## src/rtl/number_property_analyzer.sv

```systemverilog
// rtl/number_property_analyzer.sv - classifies a WIDTH-bit operand as even / Fibonacci / binary palindrome
module number_property_analyzer #(
    parameter int WIDTH    = 32,
    parameter int PAL_MODE = 1,
    parameter int CNT_W    = 8
) (
    input  logic             clk,
    input  logic             reset,
    input  logic             go_i,
    input  logic [WIDTH-1:0] number_i,
    output logic             busy_o,
    output logic             done_o,
    output logic             result_valid_o,
    output logic             is_even_o,
    output logic             is_fibonacci_o,
    output logic             is_palindrome_o,
    output logic [CNT_W-1:0] cycles_o,
    output logic [2:0]       state_o
);

    localparam int IW = (WIDTH > 1) ? $clog2(WIDTH) : 1;

    typedef enum logic [2:0] {
        S_IDLE = 3'd0,
        S_LOAD = 3'd1,
        S_RUN  = 3'd2,
        S_DONE = 3'd3,
        S_HOLD = 3'd4
    } state_t;

    state_t           state_q;
    logic [WIDTH-1:0] n_q;
    logic             even_q;

    // Fibonacci engine: walks (a,b) up the sequence until it meets or passes n
    logic [WIDTH-1:0] fib_a_q;
    logic [WIDTH-1:0] fib_b_q;
    logic             fib_fin_q;
    logic             fib_res_q;

    // Palindrome engine: i walks down from the top of the span, j walks up from bit 0
    logic [IW-1:0]    pal_i_q;
    logic [IW-1:0]    pal_j_q;
    logic             pal_fin_q;
    logic             pal_res_q;

    logic [CNT_W-1:0] cnt_q;

    // Registered outputs
    logic             busy_q;
    logic             done_q;
    logic             rv_q;
    logic             is_even_q;
    logic             is_fib_q;
    logic             is_pal_q;
    logic [CNT_W-1:0] cycles_q;

    // Next-state helpers
    logic [IW-1:0]    msb_idx_d;
    logic [WIDTH:0]   fib_sum_d;
    logic             fib_hit_d;
    logic             fib_stop_d;
    logic             pal_match_d;
    logic             pal_stop_d;
    logic             fib_done_d;
    logic             pal_done_d;
    logic             fib_final_d;
    logic             pal_final_d;
    logic [CNT_W-1:0] cnt_next_d;

    // Highest set bit of the latched operand; a zero operand maps to index 0
    always_comb begin
        msb_idx_d = '0;
        for (int k = 0; k < WIDTH; k++) begin
            if (n_q[k]) begin
                msb_idx_d = k[IW-1:0];
            end
        end
    end

    // One evaluation step of each engine plus the RUN exit condition
    always_comb begin
        // Sum carries one extra bit so an overflowing step can never wrap onto n
        fib_sum_d   = {1'b0, fib_a_q} + {1'b0, fib_b_q};
        fib_hit_d   = (fib_a_q == n_q) || (fib_b_q == n_q);
        fib_stop_d  = fib_hit_d || (fib_b_q > n_q) || fib_sum_d[WIDTH];
        pal_match_d = (pal_i_q <= pal_j_q);
        pal_stop_d  = pal_match_d || (n_q[pal_i_q] != n_q[pal_j_q]);
        fib_done_d  = fib_fin_q || fib_stop_d;
        pal_done_d  = pal_fin_q || pal_stop_d;
        fib_final_d = fib_fin_q ? fib_res_q : fib_hit_d;
        pal_final_d = pal_fin_q ? pal_res_q : pal_match_d;
        cnt_next_d  = (&cnt_q) ? cnt_q : cnt_q + CNT_W'(1);
    end

    // Transaction FSM with both engines and all registered outputs
    always_ff @(posedge clk or posedge reset) begin
        if (reset) begin
            state_q   <= S_IDLE;
            n_q       <= '0;
            even_q    <= 1'b0;
            fib_a_q   <= '0;
            fib_b_q   <= '0;
            fib_fin_q <= 1'b0;
            fib_res_q <= 1'b0;
            pal_i_q   <= '0;
            pal_j_q   <= '0;
            pal_fin_q <= 1'b0;
            pal_res_q <= 1'b0;
            cnt_q     <= '0;
            busy_q    <= 1'b0;
            done_q    <= 1'b0;
            rv_q      <= 1'b0;
            is_even_q <= 1'b0;
            is_fib_q  <= 1'b0;
            is_pal_q  <= 1'b0;
            cycles_q  <= '0;
        end else begin
            done_q <= 1'b0;
            case (state_q)
                S_IDLE: begin
                    if (go_i) begin
                        n_q     <= number_i;
                        rv_q    <= 1'b0;
                        busy_q  <= 1'b1;
                        state_q <= S_LOAD;
                    end
                end
                S_LOAD: begin
                    even_q    <= ~n_q[0];
                    fib_a_q   <= '0;
                    fib_b_q   <= WIDTH'(1);
                    fib_fin_q <= 1'b0;
                    fib_res_q <= 1'b0;
                    if (PAL_MODE == 0) begin
                        pal_i_q <= IW'(WIDTH - 1);
                    end else begin
                        pal_i_q <= msb_idx_d;
                    end
                    pal_j_q   <= '0;
                    pal_fin_q <= 1'b0;
                    pal_res_q <= 1'b0;
                    cnt_q     <= '0;
                    state_q   <= S_RUN;
                end
                S_RUN: begin
                    cnt_q <= cnt_next_d;
                    if (!fib_fin_q) begin
                        if (fib_stop_d) begin
                            fib_fin_q <= 1'b1;
                            fib_res_q <= fib_hit_d;
                        end else begin
                            fib_a_q <= fib_b_q;
                            fib_b_q <= fib_sum_d[WIDTH-1:0];
                        end
                    end
                    if (!pal_fin_q) begin
                        if (pal_stop_d) begin
                            pal_fin_q <= 1'b1;
                            pal_res_q <= pal_match_d;
                        end else begin
                            pal_i_q <= pal_i_q - IW'(1);
                            pal_j_q <= pal_j_q + IW'(1);
                        end
                    end
                    // Results are published on the way into DONE so they are valid with done_o
                    if (fib_done_d && pal_done_d) begin
                        is_even_q <= even_q;
                        is_fib_q  <= fib_final_d;
                        is_pal_q  <= pal_final_d;
                        cycles_q  <= cnt_next_d;
                        done_q    <= 1'b1;
                        rv_q      <= 1'b1;
                        state_q   <= S_DONE;
                    end
                end
                S_DONE: begin
                    busy_q  <= 1'b0;
                    state_q <= S_HOLD;
                end
                S_HOLD: begin
                    // A go_i still held from the last request must drop before a new one counts
                    if (!go_i) begin
                        state_q <= S_IDLE;
                    end
                end
                default: begin
                    state_q <= S_IDLE;
                end
            endcase
        end
    end

    assign busy_o          = busy_q;
    assign done_o          = done_q;
    assign result_valid_o  = rv_q;
    assign is_even_o       = is_even_q;
    assign is_fibonacci_o  = is_fib_q;
    assign is_palindrome_o = is_pal_q;
    assign cycles_o        = cycles_q;
    assign state_o         = state_q;

endmodule

```

## config.mk

```make
export PLATFORM = sky130hd
export DESIGN_NAME = number_property_analyzer
export DESIGN_NICKNAME = d
export VERILOG_FILES = /design/src/rtl/number_property_analyzer.sv
export SDC_FILE = /design/constraint.sdc
export NUM_CORES = 1
export LEC_CHECK = 0
export BUFFER_PORTS_ARGS = -buffer_cell sky130_fd_sc_hd__buf_2
export CAP_MARGIN = 10
export CORE_MARGIN = 3
export CORE_UTILIZATION = 67
export DETAILED_ROUTE_END_ITERATION = 10
export PLACE_DENSITY = 0.93
export SYNTH_ARGS = -nofsm -noshare
export SYNTH_HDL_FRONTEND = slang
export SYNTH_SLANG_ARGS = --single-unit
```

## constraint.sdc

```tcl
create_clock -name clk -period 7.21 [get_ports clk]
set_input_delay 0.3605 -clock clk [delete_from_list [all_inputs] [get_ports clk]]
set_output_delay 0.3605 -clock clk [all_outputs]
set_load 0.02 [all_outputs]
```

==> impl_results.md <==
- Result of the run: finished clean
- Average cell area after synthesis: 9.67 sq um
- Async set-reset flop share out of synthesis: 100%
- Crit-path max cell delay: 0.94 ns
- Number of enable-type register cells in the synthesized netlist: 0
- Max VDD drop: 0.000237 V
- Largest net degree at the start of global routing: 72
- Critical path, cell by cell: ha_1 > fa_1 > a211oi_1 > o21ai_0 > nand4_1 > o211ai_2 > and4_4 > or3_4 > nor2_4 > a22o_1
- Final Hold Viols: 0
- Total of cells resized after clock tree synthesis: 0
- Crit path max-delay cell type: sky130_fd_sc_hd__nor2_4
- Total routing resource utilization after global routing: 35.4%
- ANT nets after route: 0
- Number of buffers on the longest clock path: 2
- Die outline height: 123 um
- Number of sinks on the clock net: 136
- Rel. slew slack: between 15 and 20%
- Gp weighted congestion: 1.01
- Final period demand of the worst path: 4.13 ns
- Start-to-end type of the worst setup path: reg2reg
- CP Capture Type: flop
- Detailed Place HPWL: between 15000 and 20000 um
- Final routed DRC violation total: 0
- Clock Skew: 0.00644 ns
- Initial core utilization: 68.8%
- Number of antenna violations at the first check in global routing: 0
- Number of placement rows: 42
- Biggest fanout along the worst timing path: 51
- CTS H-tree depth: 4
- Nature of the critical path startpoint: flop
- Library cell with the highest instance count after synthesis: sky130_fd_sc_hd__dfrtp_1
- Average detailed-routed wire length per instance: 22.0 um
- Number of violations reported at the end of detailed-routing iteration 0: 1103
- Total vias in the final route: 8179
- Later-pin clock latency in the skew report: 0.43 ns
- Placeable Area: 13300 sq um
- Buffer cell driving the clock tree root: sky130_fd_sc_hd__clkbuf_16
- Power density normalized to cell area: 351 nW/um^2
- Top post-synthesis cells by area: sky130_fd_sc_hd__dfrtp_1 (37%), sky130_fd_sc_hd__ha_1 (9.8%), sky130_fd_sc_hd__a22o_1 (4.9%)
- Nets: around 1100
- Post-route clock period utilization: 57.3%
- Netlist Area Pre-Place: 9180 sq um
- Clock transition at the registers of the reported paths: roughly 0.06 ns
- Minimum setup slack in the final design: around 3.1 ns
- Count of max-cap constraint violations: 0
- Count of pins over their slew limit: 0
- Yosys Warn Count: 0
- Data arrival at the endpoint of the critical path: ~4.5 ns
- Fmax: 242 MHz
- RSZ-0062 raised after global routing: false
- Share of layout cells above drive strength 1: about 14%
- Accumulated negative setup slack: 0 ns
- Synth cell count leaders: sky130_fd_sc_hd__dfrtp_1 (136), sky130_fd_sc_hd__nand2_1 (77), sky130_fd_sc_hd__o21ai_0 (74), sky130_fd_sc_hd__ha_1 (72), sky130_fd_sc_hd__inv_1 (54)
- CTS tree: done
- Die span in x: 123 um
- Data required, critical path: 7.57 ns
- Sequential fraction of the synthesis area: 37.1%
- Setup Viol. Count Final: 0
- Number of buffers added by the clock tree synthesis step: 17
- Vias per std cell: about 7
- Buffer count from post-CTS setup fixing: 0
- Synthesized instance count: about 950
- Die area: 15100 sq um
- Place WS: 3.31 ns
- Overflow left after global routing: 0
- Fraction of synthesized cell area taken by the top area cell type: 37.1%
- Count of hold buffers inserted by post-cts repair: 0
- Boundary Pins: 52
- Slew at the pin closest to its max-slew limit: roughly 1.3 ns
- Number of port buffers: 51
- Global-route wire length before repair: ~41000 um
- Worst min-delay path category: in2async
- Post-Syn Nets: between 1000 and 1500
- Register bit total from synthesis: about 140
- Drt pass-1 iters: 6
- Top flip-flop cell by instance count after synthesis: sky130_fd_sc_hd__dfrtp_1
- Unique masters post-synth: 71
- Synth-to-layout area growth: 10.1%
- Standby leakage power: 4.98 nW
- Via count of the first global-routing pass: 7984
- Bufs and invs on worst path: 0
- Cell type with the highest aggregate area in the netlist: sky130_fd_sc_hd__dfrtp_1
- Ant. Diodes: 0
- Final wirelength: approximately 26000 um
- Overall power after layout: 3.55 mW
- Top Family by Delay on Critical Path: simple AND/OR/NAND/NOR gates
## report_power, final
| part | internal (mW) | total [mW] | switching (mW) | leakage, nW |
|---|---|---|---|---|
| combinational | 0.545 | 1.45 | 0.903 | 2.89 |
| sequential | 0.906 | 1.22 | 0.316 | 1.81 |
| clock | 0.545 | 0.879 | 0.334 | 0.285 |
## layout make-up
cell class,count,area (sq um)
well taps,176,220
multi-input cells,714,5380
repair buffers,57,300
inverters,54,208
fillers,831,3240
clock inverters,10,118
flip-flops and latches,136,3400
clock buffers,22,484
## metrics by stage
step / instances / hold slack, ns / utilization (%) / area (sq um)
6_report: 1169 / 0.00410 / 75.7 / 10100
5_1_grt: 1169 / 0.0430 / 75.7 / 10100
4_1_cts: 1169 / 0.0203 / 75.7 / 10100
3_5_place_dp: 1137 / 0.470 / 71.2 / 9510
3_3_place_gp: 1137 / 0.460 / 71.2 / 9510
2_1_floorplan: 949 / 0.443 / - / 9180
## cells in the final DEF, fill, tap and decap left out, drive strengths merged, types with 13 or more instances in the layout
cell,n
dfrtp,136
nand2,78
o21ai,75
ha,72
buf,57
inv,55
a22o,51
a21oi,50
xor2,49
nor2,47
nand3,24
mux2,24
clkbuf,22
nand4,20
nor3,19
nor4,17
a21o,15
xnor2,15
mux2i,13
a211oi,13
## layer usage
layer	GRT usage [%]	part of all wire (%)
met3	9.70	9.4
met1	44.4	38
met4	17.9	5.2
met2	56.3	47
met5	0	0
## flip-flops by register name (all words and copies together), names as in the netlist, 3 cells and up
register	flops
state_o	3
pal_j_q	5
pal_i_q	5
fib_b_q	32
cycles_o	8
cnt_q	8
fib_a_q	32
n_q	32
## cells by family (layout without fill, tap and decap cells)
logic type / after synthesis / after routing / synth area share, %
flip-flops: 136 / 136 / 37.1
AO/OA/AOI/OAI: 277 / 277 / 21.0
adder cells (fa/ha/maj): 73 / 73 / 10.0
XOR/XNOR: 64 / 64 / 6.19
AND/OR/NAND/NOR: 251 / 251 / 13.5
multiplexers: 49 / 49 / 7.63
buffers and inverters: 99 / 143 / 4.58
## path summary, 6_finish.rpt
kind | depth (start not counted) | endpoint | slack, ns | startpoint
min in group clk | 3 | n_q[22]$_DFFE_PP0P_ | 0.13 | number_i[22]
max in group asynchronous | 3 | fib_b_q[8]$_DFFE_PP0P_ | 5.89 | reset
setup / recovery | 10 | fib_a_q[30]$_DFFE_PP0P_ | 3.08 | fib_a_q[0]$_DFFE_PP0P_
setup reg to reg | 10 | fib_a_q[30]$_DFFE_PP0P_ | 3.08 | fib_a_q[0]$_DFFE_PP0P_
hold / removal | 2 | pal_j_q[0]$_DFFE_PP0P_ | 0.004 | reset
hold reg to reg | 2 | even_q$_DFFE_PP0P_ | 0.49 | even_q$_DFFE_PP0P_
Power figures use the tool's default switching activity.
